[config.mk]
export PLATFORM = sky130hd
export DESIGN_NAME = muldiv_unit_flat
export DESIGN_NICKNAME = d
export VERILOG_FILES = /design/src/rtl/muldiv_pkg.sv /design/src/rtl/muldiv_if.sv /design/src/rtl/muldiv_negate.sv /design/src/rtl/muldiv_unit.sv /design/src/flat_wrapper.sv
export SDC_FILE = /design/constraint.sdc
export NUM_CORES = 1
export LEC_CHECK = 0
export BUFFER_PORTS_ARGS = -buffer_cell sky130_fd_sc_hd__buf_2
export CORE_ASPECT_RATIO = 1.2
export CORE_MARGIN = 1
export CORE_UTILIZATION = 30
export CTS_CLUSTER_SIZE = 20
export DETAILED_ROUTE_END_ITERATION = 16
export MAX_ROUTING_LAYER = met4
export SETUP_SLACK_MARGIN = 0.02
export SLEW_MARGIN = 20
export SYNTH_ARGS = -nofsm -noshare
export SYNTH_HDL_FRONTEND = slang
export SYNTH_SLANG_ARGS = --single-unit
[constraint.sdc]
create_clock -name clk -period 7.52 [get_ports clk]
set_input_delay 1.504 -clock clk [delete_from_list [all_inputs] [get_ports clk]]
set_output_delay 1.504 -clock clk [all_outputs]
set_load 0.005 [all_outputs]
[src/rtl/muldiv_pkg.sv]
// muldiv_pkg: shared types and helpers for the iterative multiply/divide unit.
//   md_op_e    - operation encodings (op[1] selects divide, op[0] selects signed)
//   md_state_e - sequencer states
//   cnt_width  - iteration counter width for a given operand width
package muldiv_pkg;

    typedef enum logic [1:0] {
        MD_MULTU = 2'b00,
        MD_MULT  = 2'b01,
        MD_DIVU  = 2'b10,
        MD_DIV   = 2'b11
    } md_op_e;

    typedef enum logic [1:0] {
        IDLE = 2'b00,
        CALC = 2'b01,
        SIGN = 2'b10
    } md_state_e;

    function automatic int unsigned cnt_width(input int unsigned w);
        return $clog2(w);
    endfunction

endpackage

[src/rtl/muldiv_if.sv]
// muldiv_if: request/result bundle between the control unit and muldiv_unit.
//   master drives start/op/a/b and observes busy/done/hi/lo/div_by_zero;
//   slave (the unit) is the opposite side.
interface muldiv_if #(
    parameter int unsigned WIDTH = 32
);
    logic             start;
    logic [1:0]       op;
    logic [WIDTH-1:0] a;
    logic [WIDTH-1:0] b;
    logic             busy;
    logic             done;
    logic [WIDTH-1:0] hi;
    logic [WIDTH-1:0] lo;
    logic             div_by_zero;

    modport master (
        output start, op, a, b,
        input  busy, done, hi, lo, div_by_zero
    );

    modport slave (
        input  start, op, a, b,
        output busy, done, hi, lo, div_by_zero
    );
endinterface

[src/rtl/muldiv_negate.sv]
// muldiv_negate: conditional two's-complement negation.
//   en - negate when high, pass through otherwise
//   x  - input value (W bits)
//   y  - result (W bits, combinational)
module muldiv_negate #(
    parameter int unsigned W = 32
) (
    input  logic         en,
    input  logic [W-1:0] x,
    output logic [W-1:0] y
);

    assign y = en ? (~x + W'(1)) : x;

endmodule

[src/rtl/muldiv_unit.sv]
// muldiv_unit: iterative MIPS mult/multu/div/divu producing HI/LO.
//   clk, rst     - rising-edge clock, asynchronous active-high reset
//   bus (slave)  - start/op/a/b request, busy/done/hi/lo/div_by_zero result
// Fixed latency of WIDTH+1 edges from the start edge to done.
// Build option MULDIV_DIV_EN: when defined the divide datapath is built;
// otherwise divide ops run the full latency and complete with zero results.
module muldiv_unit
    import muldiv_pkg::*;
#(
    parameter int unsigned WIDTH = 32
) (
    input  logic    clk,
    input  logic    rst,
    muldiv_if.slave bus
);

    localparam int unsigned W  = WIDTH;
    localparam int unsigned W2 = 2 * WIDTH;
    localparam int unsigned CW = cnt_width(WIDTH);

    md_state_e       state_q, state_d;
    md_op_e          op_q, op_d;
    logic [CW-1:0]   cnt_q, cnt_d;
    logic [W-1:0]    mcand_q, mcand_d;   // multiplicand or divisor magnitude
    logic [W2-1:0]   acc_q, acc_d;       // product, or quotient in the low half
    logic            neg_q, neg_d;       // result sign (operand signs differ)
    logic            busy_q, busy_d;
    logic            done_q, done_d;
    logic [W-1:0]    hi_q, hi_d;
    logic [W-1:0]    lo_q, lo_d;
    logic            dbz_q, dbz_d;

    // Operand magnitudes at load; op[0] marks a signed operation
    logic            a_neg_en, b_neg_en;
    logic [W-1:0]    a_mag, b_mag;

    assign a_neg_en = bus.op[0] & bus.a[W-1];
    assign b_neg_en = bus.op[0] & bus.b[W-1];

    muldiv_negate #(.W(W)) u_neg_a (.en(a_neg_en), .x(bus.a), .y(a_mag));
    muldiv_negate #(.W(W)) u_neg_b (.en(b_neg_en), .x(bus.b), .y(b_mag));

    // Shift-add step: add multiplicand to the upper half when the LSB is set
    logic [W:0]      mul_sum;
    logic [W2-1:0]   mul_next;

    assign mul_sum  = {1'b0, acc_q[W2-1:W]} + (acc_q[0] ? {1'b0, mcand_q} : (W+1)'(0));
    assign mul_next = {mul_sum, acc_q[W-1:1]};

    logic [W2-1:0]   prod_fix;

    muldiv_negate #(.W(W2)) u_neg_p (
        .en ((op_q == MD_MULT) & neg_q),
        .x  (acc_q),
        .y  (prod_fix)
    );

`ifdef MULDIV_DIV_EN
    logic [W:0]      rem_q, rem_d;       // partial remainder, carry kept
    logic [W-1:0]    a_raw_q, a_raw_d;   // dividend as presented, for divide-by-zero
    logic            rneg_q, rneg_d;     // remainder follows dividend sign
    logic            zdiv_q, zdiv_d;

    // Restoring step: trial subtract on the shifted remainder, keep if non-negative
    logic [W+1:0]    div_shift, div_trial;
    logic            div_ok;

    assign div_shift = {rem_q, acc_q[W-1]};
    assign div_trial = div_shift - {2'b00, mcand_q};
    assign div_ok    = ~div_trial[W+1];

    logic [W-1:0]    quo_fix, rem_fix;

    muldiv_negate #(.W(W)) u_neg_q (
        .en ((op_q == MD_DIV) & neg_q),
        .x  (acc_q[W-1:0]),
        .y  (quo_fix)
    );
    muldiv_negate #(.W(W)) u_neg_r (
        .en (rneg_q),
        .x  (rem_q[W-1:0]),
        .y  (rem_fix)
    );
`endif

    // Sequencer and datapath next-state
    always_comb begin
        state_d = state_q;
        op_d    = op_q;
        cnt_d   = cnt_q;
        mcand_d = mcand_q;
        acc_d   = acc_q;
        neg_d   = neg_q;
        busy_d  = busy_q;
        done_d  = 1'b0;
        hi_d    = hi_q;
        lo_d    = lo_q;
        dbz_d   = dbz_q;
`ifdef MULDIV_DIV_EN
        rem_d   = rem_q;
        a_raw_d = a_raw_q;
        rneg_d  = rneg_q;
        zdiv_d  = zdiv_q;
`endif

        case (state_q)
            IDLE: begin
                if (bus.start) begin
                    state_d = CALC;
                    op_d    = md_op_e'(bus.op);
                    cnt_d   = CW'(W - 1);
                    neg_d   = a_neg_en ^ b_neg_en;
                    busy_d  = 1'b1;
                    if (bus.op[1]) begin
                        mcand_d = b_mag;
                        acc_d   = {W'(0), a_mag};
                    end else begin
                        mcand_d = a_mag;
                        acc_d   = {W'(0), b_mag};
                    end
`ifdef MULDIV_DIV_EN
                    rem_d   = (W+1)'(0);
                    a_raw_d = bus.a;
                    rneg_d  = bus.op[1] & a_neg_en;
                    zdiv_d  = bus.op[1] & (bus.b == W'(0));
`endif
                end
            end

            CALC: begin
                cnt_d = cnt_q - CW'(1);
                if (cnt_q == CW'(0)) begin
                    state_d = SIGN;
                end
`ifdef MULDIV_DIV_EN
                if (op_q[1]) begin
                    rem_d = div_ok ? div_trial[W:0] : div_shift[W:0];
                    acc_d = {acc_q[W2-1:W], acc_q[W-2:0], div_ok};
                end else begin
                    acc_d = mul_next;
                end
`else
                acc_d = mul_next;
`endif
            end

            SIGN: begin
                state_d = IDLE;
                busy_d  = 1'b0;
                done_d  = 1'b1;
`ifdef MULDIV_DIV_EN
                if (op_q[1]) begin
                    if (zdiv_q) begin
                        hi_d = a_raw_q;
                        lo_d = '1;
                    end else begin
                        hi_d = rem_fix;
                        lo_d = quo_fix;
                    end
                    dbz_d = zdiv_q;
                end else begin
                    {hi_d, lo_d} = prod_fix;
                    dbz_d        = 1'b0;
                end
`else
                if (op_q[1]) begin
                    hi_d = W'(0);
                    lo_d = W'(0);
                end else begin
                    {hi_d, lo_d} = prod_fix;
                end
                dbz_d = 1'b0;
`endif
            end

            default: begin
                state_d = IDLE;
                busy_d  = 1'b0;
            end
        endcase
    end

    // State and output registers
    always_ff @(posedge clk or posedge rst) begin
        if (rst) begin
            state_q <= IDLE;
            op_q    <= MD_MULTU;
            cnt_q   <= CW'(0);
            mcand_q <= W'(0);
            acc_q   <= W2'(0);
            neg_q   <= 1'b0;
            busy_q  <= 1'b0;
            done_q  <= 1'b0;
            hi_q    <= W'(0);
            lo_q    <= W'(0);
            dbz_q   <= 1'b0;
`ifdef MULDIV_DIV_EN
            rem_q   <= (W+1)'(0);
            a_raw_q <= W'(0);
            rneg_q  <= 1'b0;
            zdiv_q  <= 1'b0;
`endif
        end else begin
            state_q <= state_d;
            op_q    <= op_d;
            cnt_q   <= cnt_d;
            mcand_q <= mcand_d;
            acc_q   <= acc_d;
            neg_q   <= neg_d;
            busy_q  <= busy_d;
            done_q  <= done_d;
            hi_q    <= hi_d;
            lo_q    <= lo_d;
            dbz_q   <= dbz_d;
`ifdef MULDIV_DIV_EN
            rem_q   <= rem_d;
            a_raw_q <= a_raw_d;
            rneg_q  <= rneg_d;
            zdiv_q  <= zdiv_d;
`endif
        end
    end

    assign bus.busy        = busy_q;
    assign bus.done        = done_q;
    assign bus.hi          = hi_q;
    assign bus.lo          = lo_q;
    assign bus.div_by_zero = dbz_q;

endmodule
[src/flat_wrapper.sv]
// flat-port wrapper written by rule: the top's interface ports become plain ports
module muldiv_unit_flat import muldiv_pkg::*;
#(
    parameter int unsigned WIDTH = 32
)
  (clk, rst, bus_start, bus_op, bus_a, bus_b, bus_busy, bus_done, bus_hi, bus_lo, bus_div_by_zero);
  muldiv_if #(.WIDTH(WIDTH)) bus_i ();
  input  logic clk;
  input  logic rst;
  input wire logic [$bits(bus_i.start)-1:0] bus_start;
  input wire logic [$bits(bus_i.op)-1:0] bus_op;
  input wire logic [$bits(bus_i.a)-1:0] bus_a;
  input wire logic [$bits(bus_i.b)-1:0] bus_b;
  output wire logic [$bits(bus_i.busy)-1:0] bus_busy;
  output wire logic [$bits(bus_i.done)-1:0] bus_done;
  output wire logic [$bits(bus_i.hi)-1:0] bus_hi;
  output wire logic [$bits(bus_i.lo)-1:0] bus_lo;
  output wire logic [$bits(bus_i.div_by_zero)-1:0] bus_div_by_zero;
  assign bus_i.start = bus_start;
  assign bus_i.op = bus_op;
  assign bus_i.a = bus_a;
  assign bus_i.b = bus_b;
  assign bus_busy = bus_i.busy;
  assign bus_done = bus_i.done;
  assign bus_hi = bus_i.hi;
  assign bus_lo = bus_i.lo;
  assign bus_div_by_zero = bus_i.div_by_zero;
  muldiv_unit #(.WIDTH(WIDTH)) u_core (.clk(clk), .rst(rst), .bus(bus_i));
endmodule
==> flow_summary.rst, run 1 <==
.. list-table::
   :header-rows: 1

   * - Metric
     - Value
   * - Maximum number of pins on one net before global-route repair
     - ~110
   * - Worst-case headroom to the max-slew limit
     - 0.270
   * - Share of flip-flops with an asynchronous set or reset
     - 1.00
   * - Post-route setup slack
     - between 3 and 4 ns
   * - Count of placed standard cells in the final layout, fillers left out
     - just under 2000
   * - Xor/xnor share of the synthesized area
     - 0.110
   * - Final setup skew
     - 0.0152 ns
   * - Number of placed cells counting well taps
     - between 1500 and 2000
   * - Count of endpoints failing hold in the final timing report
     - 0
   * - Effective utilization at floorplan
     - 0.305
   * - Classification of the worst setup path
     - input port to register
   * - Type of destination of the critical path
     - register
   * - Cell type with the largest total area after synthesis
     - sky130_fd_sc_hd__dfrtp_1
   * - CP startpoint kind
     - input port
   * - Unrepaired setup endpoints after global routing
     - false
   * - I/O pin cnt
     - 136
   * - Share of the yosys chip area belonging to registers
     - 0.371
   * - Die outline height
     - 217 um
   * - Clock tree from TritonCTS
     - built
   * - Tot GR Track Use
     - 0.200
   * - # Max-Cap Violations
     - 0
   * - Count of final max-slew check failures
     - 0
   * - Critical Path AT
     - 4.17 ns
   * - Number of routed nets with antenna violations
     - 0
   * - TritonCTS Sinks
     - about 170
   * - Nets@finish
     - between 1500 and 2000
   * - Estimated wirelength of the detail-placed design
     - slightly below 30000 um
   * - Wire length on met3
     - ~2200 um
   * - Htree depth
     - 4
   * - Slew at the pin with the worst max-slew slack
     - 1.10 ns
   * - Count of flip-flops with a built-in enable after synthesis
     - 0
   * - Total Die Area
     - between 30000 and 40000 um2
   * - Vias per Instance
     - 5.49
   * - Top cells by area in the synthesized netlist
     - sky130_fd_sc_hd__dfrtp_1 37%, sky130_fd_sc_hd__o21ai_0 7.0%, sky130_fd_sc_hd__nand2_1 5.9%
   * - Resize count post-CTS
     - 0
   * - Buffers plus inverters on the worst setup path
     - 2
   * - Synthesized netlist cell count
     - 1398
   * - Syn-to-layout area delta
     - 14.1%
   * - Via count
     - 10808
   * - Yosys top cell area share
     - 0.371
   * - Die width
     - about 180 um
   * - RePlAce Congestion
     - 0.904
   * - Post-Synth Adder-Cell Area
     - 0.0417
   * - Total of warnings raised by yosys
     - 0
   * - Biggest fanout along the worst timing path
     - 5
   * - First-pass GRT wire length
     - a little under 60000 um
   * - Crit path required time
     - 7.80 ns
   * - Buffers added on ports
     - around 130
   * - Net count of the mapped netlist
     - around 1500
   * - Run status
     - finished clean
   * - Number of CTS-inserted buffers
     - 17
   * - Synthesized-area fraction occupied by ao, oa, aoi and oai cells
     - 0.232
   * - Met2 WL
     - about 17000 um
   * - Post-CTS setup buffer count
     - 0
   * - Worst stage delay on the critical path
     - roughly 0.67 ns
   * - Post-synthesis average cell area
     - 8.29 um2
   * - Fmax
     - 0.257 GHz
   * - Worst-case setup slack after placement
     - roughly 3.2 ns
   * - Number of global-route vias before repair
     - around 10000
   * - Period minus WS final
     - ~3.9 ns
   * - Master cell of the clock root buffer
     - sky130_fd_sc_hd__clkbuf_16
   * - Area share of and/or/nand/nor cells after synthesis
     - 0.197
   * - Fraction of layout instances using a drive strength above 1
     - 0.133
   * - Top layer in use
     - met4
   * - Core outline area
     - between 30000 and 40000 um2
   * - DR WL/cell
     - 19.2 um
   * - Hold Crit Class
     - register to register
   * - Clock slew at reported path FFs
     - roughly 0.07 ns
   * - Number of design-rule violations left by the first detailed-router iteration
     - a little over 800
   * - Total iterations of the first detailed-routing run
     - 6
   * - Main combinational cell family by area after synthesis
     - compound AO/OA/AOI/OAI gates
   * - Remaining DRCs
     - 0
   * - Mapped Area
     - 11600 um2
   * - Cell chain of the critical path
     - buf_2 > inv_1 > ha_1 > or4b_2 > nor2_1 > nand3_1 > o41ai_1 > xnor2_1 > a222oi_1 > o21ai_0
   * - Buffer levels on the longest clock path
     - 2
   * - Number of hold-repair buffers added at the cts stage
     - 0
   * - Multiplexer share of the synthesized area
     - 0.0106
   * - Post-Route Setup TNS
     - 0 ns
   * - Fin util
     - 0.348
   * - Final routed wirelength across all metal layers
     - roughly 38000 um
   * - Critical-path top delay cell
     - sky130_fd_sc_hd__or4b_2
   * - Count of state elements after synthesis
     - between 150 and 200
   * - Top flip-flop cell by instance count after synthesis
     - sky130_fd_sc_hd__dfrtp_1
   * - Worst-Skew Late Latency
     - around 0.44 ns
   * - GRT Residual Overflow
     - 0
   * - CP top delay family
     - simple AND/OR/NAND/NOR gates
   * - Cell Pwr Density
     - about 370 nW/um2
   * - Leakage power of the design
     - around 5.6 nW
   * - Filler cell count in the final layout
     - around 4000
   * - Worst IR drop on VDD
     - between 0.15 and 0.2 mV
   * - Number of rows created at floorplan
     - between 70 and 80
   * - Final setup violating endpoints
     - 0
   * - Initial antenna violation count
     - 2
   * - Ratio of final minimum period to clock period
     - 0.518
   * - Length of routed wiring on met1
     - around 17000 um
   * - Cell variety after synth
     - 62
==> sequential cells by signal (all words and copies together), names as in the netlist <==
name and cells:
u_core.acc_q 64, u_core.bus.hi 32, u_core.bus.lo 32, u_core.mcand_q 32, u_core.cnt_q 5, u_core.op_q 2, u_core.state_q 2, u_core.bus.busy 1
u_core.bus.done 1, u_core.neg_q 1
==> cells in the mapped netlist, drive strengths merged (16+ instances only) <==
master  instances
or3            18
nor3           31
dfrtp         172
o221ai         22
inv            24
nand2         183
a22oi          22
o31ai          33
and2           43
xnor2          73
ha             37
nor2          104
nand4          16
o21ai         169
clkbuf         80
xor2           72
a31oi          16
a21oi          98
nand3          26
==> report_power, final <==
group	leakage (nW)	internal [mW]	switching (mW)
registers	2.04	1.26	0.495
clock network	0.272	0.481	0.379
logic	3.27	0.935	1.39
total	5.57	2.68	2.26
==> per-layer routing <==
layer / track usage / vias to the layer above
li1: - / 5215
met1: 0.257 / 5161
met2: 0.314 / 373
met3: 0.0348 / 59
met4: 0.0726 / 0
met5: - / -
==> cell type report <==
| cell class | instances | area (um2) | share of cell area |
|---|---|---|---|
| clock buffers | 22 | 474 | 0.0359 |
| well taps | 480 | 601 | 0.0454 |
| flip-flops and latches | 172 | 4300 | 0.326 |
| multi-input cells | 1114 | 6880 | 0.521 |
| diodes | 2 | 5.00 | 0.000379 |
| clock inverters | 9 | 90.1 | 0.00681 |
| repair buffers | 147 | 768 | 0.0581 |
| inverters | 24 | 97.6 | 0.00738 |
==> per-stage QoR <==
stage	cell area (um2)	hold slack, ns	power, mW
floorplan	11600	0.442	3.30
global placement	12600	0.458	4.04
detailed placement	12600	0.469	4.07
CTS	13200	0.482	4.95
global route	13200	0.497	5.32
finish	13200	0.473	4.94
==> worst min-delay path, delay by kind of cell, from the launching register on <==
family,cells,cell delay [ns]
AND/OR/NAND/NOR,1,0.04
flip-flops,1,0.34
AO/OA/AOI/OAI,1,0.06
==> layout by cell type (no fill, tap or decap), drive strengths merged, types with 5 or more instances in the layout <==
cell,instances
nor3,31
o41ai,13
buf,147
nand3,26
a22oi,22
inv,24
xnor2,73
nand2,183
mux2i,10
or3,18
xor2,72
a31oi,16
a211oi,8
dfrtp,172
o31ai,33
and3,10
or4,9
o211ai,10
ha,37
clkbuf,22
o21ai,169
o221ai,22
a221o,6
nand4,16
o21bai,5
a21o,11
and2,43
nor4,15
nand2b,12
nor2b,5
a21oi,98
nor2,104
clkinv,6
==> worst paths after layout <==
kind / from / end / slack [ns] / cells past startpoint
max: bus_b[0] / u_core.acc_q[26] / 3.62 / 10
min: u_core.bus.hi[23] / u_core.bus.hi[23] / 0.47 / 2
max reg2reg: u_core.acc_q[6] / u_core.bus.hi[26] / 4.02 / 7
min reg2reg: u_core.bus.hi[23] / u_core.bus.hi[23] / 0.47 / 2
max in group asynchronous: rst / u_core.mcand_q[24] / 4.91 / 3
min in group asynchronous: rst / u_core.bus.lo[25] / 1.21 / 2
==> cell families (layout without fill, tap and decap cells) <==
| logic type | after synthesis | count (layout) |
|---|---|---|
| simple gates | 483 | 483 |
| compound gates | 435 | 435 |
| flops | 172 | 172 |
| xor+xnor | 145 | 145 |
| buf+inv | 112 | 202 |
| fa+ha+maj | 38 | 38 |
| mux | 12 | 12 |
| other cells | 1 | 3 |
No activity file was read; power rests on OpenSTA's default activity.
==> run 2, diff against run 1 <==
==> constraint.sdc (replaced) <==
create_clock -name clk -period 4 [get_ports clk]
set_input_delay 0.8 -clock clk [delete_from_list [all_inputs] [get_ports clk]]
set_output_delay 0.8 -clock clk [all_outputs]
set_load 0.005 [all_outputs]
==> flow_summary.rst, run 2 (same netlist as run 1, synthesis figures left out) <==
.. list-table::
   :header-rows: 1

   * - Metric
     - Value
   * - Number of rows created at floorplan
     - about 80
   * - Clock slew at reported path FFs
     - approximately 0.070 ns
   * - Classification of the worst setup path
     - register to register
   * - Fin util
     - 0.351
   * - Htree depth
     - 4
   * - Effective utilization at floorplan
     - 0.305
   * - Number of hold-repair buffers added at the cts stage
     - 0
   * - I/O pin cnt
     - around 140
   * - Commonest non-fill, non-tap cells in the layout
     - 182 x sky130_fd_sc_hd__nand2_1, 172 x sky130_fd_sc_hd__dfrtp_1, 162 x sky130_fd_sc_hd__o21ai_0
   * - Maximum number of pins on one net before global-route repair
     - 74
   * - Worst-Skew Late Latency
     - between 0.4 and 0.5 ns
   * - Leading cell type in the layout, fill and taps excluded
     - sky130_fd_sc_hd__nand2_1
   * - Buffers added on ports
     - approximately 130
   * - Biggest register
     - u_core.acc_q
   * - Critical Path AT
     - roughly 3.7 ns
   * - Number of global-route vias before repair
     - approximately 11000
   * - Biggest fanout along the worst timing path
     - 7
   * - Period minus WS final
     - about 3.4 ns
   * - Worst-case setup slack after placement
     - 0.451 ns
   * - Critical-path top delay cell
     - sky130_fd_sc_hd__or4_4
   * - # Max-Cap Violations
     - 0
   * - Number of design-rule violations left by the first detailed-router iteration
     - about 890
   * - CP startpoint kind
     - register
   * - Ratio of final minimum period to clock period
     - 0.852
   * - Largest register FFs
     - 64
   * - Fraction of layout instances using a drive strength above 1
     - 0.140
   * - DR WL/cell
     - a little under 20 um
   * - Core outline area
     - between 30000 and 40000 um2
   * - Unrepaired setup endpoints after global routing
     - false
   * - Syn-to-layout area delta
     - 15.0%
   * - Worst-case headroom to the max-slew limit
     - 0.282
   * - Type of destination of the critical path
     - register
   * - Count of placed standard cells in the final layout, fillers left out
     - ~2000
   * - Total Die Area
     - a little under 40000 um2
   * - Leakage power of the design
     - between 5 and 6 nW
   * - Estimated wirelength of the detail-placed design
     - approximately 30000 um
   * - Number of CTS-inserted buffers
     - 17
   * - Worst IR drop on VDD
     - 0.329 mV
   * - Post-Route Setup TNS
     - 0 ns
   * - Number of placed cells counting well taps
     - slightly below 2000
   * - Die width
     - ~180 um
   * - Filler cell count in the final layout
     - approximately 4000
   * - Post-detailed-placement cell area
     - between 10000 and 15000 um2
   * - Post-route setup slack
     - around 0.6 ns
   * - Final setup skew
     - 0.0123 ns
   * - Vias per Instance
     - approximately 5.5
   * - Final Instance Area
     - about 13000 um2
   * - Final routed wirelength across all metal layers
     - around 39000 um
   * - Cell chain of the critical path
     - or4_4 > or3_1 > or4_4 > nor3_1 > nor4bb_1 > or4_1 > nand3_1
   * - Worst stage delay on the critical path
     - between 0.6 and 0.7 ns
   * - Count of final max-slew check failures
     - 0
   * - Combined area of the multi-input logic cells
     - just under 7000 um2
   * - RePlAce Congestion
     - 0.922
   * - Clock tree from TritonCTS
     - built
   * - Area taken by flip-flops and latches
     - around 4300 um2
   * - Remaining DRCs
     - 0
   * - Hold Crit Class
     - register to register
   * - Buffer levels on the longest clock path
     - 2
   * - Run status
     - finished clean
   * - Most common cell type on the critical path
     - sky130_fd_sc_hd__or4_4
   * - Cell Pwr Density
     - 698 nW/um2
   * - GRT Residual Overflow
     - 0
   * - Slew at the pin with the worst max-slew slack
     - between 1 and 1.5 ns
   * - Crit path required time
     - between 4 and 5 ns
   * - Number of routed nets with antenna violations
     - 0
   * - Resize count post-CTS
     - 0
   * - Nets@finish
     - 1595
   * - Initial antenna violation count
     - 1
   * - Total iterations of the first detailed-routing run
     - 7
   * - Tot GR Track Use
     - 0.205
   * - Via count
     - ~11000
   * - Total power after layout
     - just over 9 mW
   * - Final hold slack
     - around 0.47 ns
   * - Post-CTS setup buffer count
     - 0
   * - Final setup violating endpoints
     - 0
   * - Fmax
     - 0.293 GHz
   * - Master cell of the clock root buffer
     - sky130_fd_sc_hd__clkbuf_16
   * - TritonCTS Sinks
     - 172
   * - Count of endpoints failing hold in the final timing report
     - 0
   * - Die outline height
     - 217 um
   * - First-pass GRT wire length
     - between 60000 and 70000 um
run 2: changes by cell type in the layout (fill, tap and decap cells not counted), sizes merged:
cell / change
buf: +12
clkbuf: -3
clkinv: +1
clkinvlp: +1
diode: -1
inv: +1
run 2: routing by layer:
metal  vias up  track usage  share of wire
met5         -            -              0
met2       361        0.327           0.47
li1       5218            -              -
met3        51       0.0288          0.050
met4         0       0.0627          0.024
met1      5316        0.270           0.46
run 2: path summary, 6_finish.rpt:
path,from,endpoint,slack (ns),depth (start not counted)
setup / recovery,u_core.acc_q[6],u_core.bus.hi[26],0.59,7
hold / removal,u_core.bus.hi[29],u_core.bus.hi[29],0.47,2
setup reg to reg,u_core.acc_q[6],u_core.bus.hi[26],0.59,7
hold reg to reg,u_core.bus.hi[29],u_core.bus.hi[29],0.47,2
max in group asynchronous,rst,u_core.acc_q[36],2.61,3
min in group asynchronous,rst,u_core.acc_q[60],0.55,2
run 2: layout make-up:
| type | instances | share of cell area |
|---|---|---|
| Sequential cell | 172 | 0.323 |
| Clock inverter | 12 | 0.00873 |
| Timing Repair Buffer | 159 | 0.0663 |
| Tap cell | 480 | 0.0451 |
| Multi-Input combinational cell | 1114 | 0.516 |
| Clock buffer | 19 | 0.0340 |
| Antenna cell | 1 | 0.000188 |
| Inverter | 24 | 0.00704 |
run 2: worst max-delay path, delay by kind of cell, from the launching register on:
family | cells | cell delay, ns
and+or+nand+nor | 7 | 2.83
DFF | 1 | 0.46
run 2: power by group:
| part | internal (mW) | switching (mW) | total (mW) | leakage, nW |
|---|---|---|---|---|
| sequential | 2.37 | 0.894 | 3.26 | 2.04 |
| combinational | 1.78 | 2.63 | 4.41 | 3.33 |
| clock | 0.893 | 0.733 | 1.63 | 0.276 |
| total | 5.04 | 4.26 | 9.30 | 5.64 |
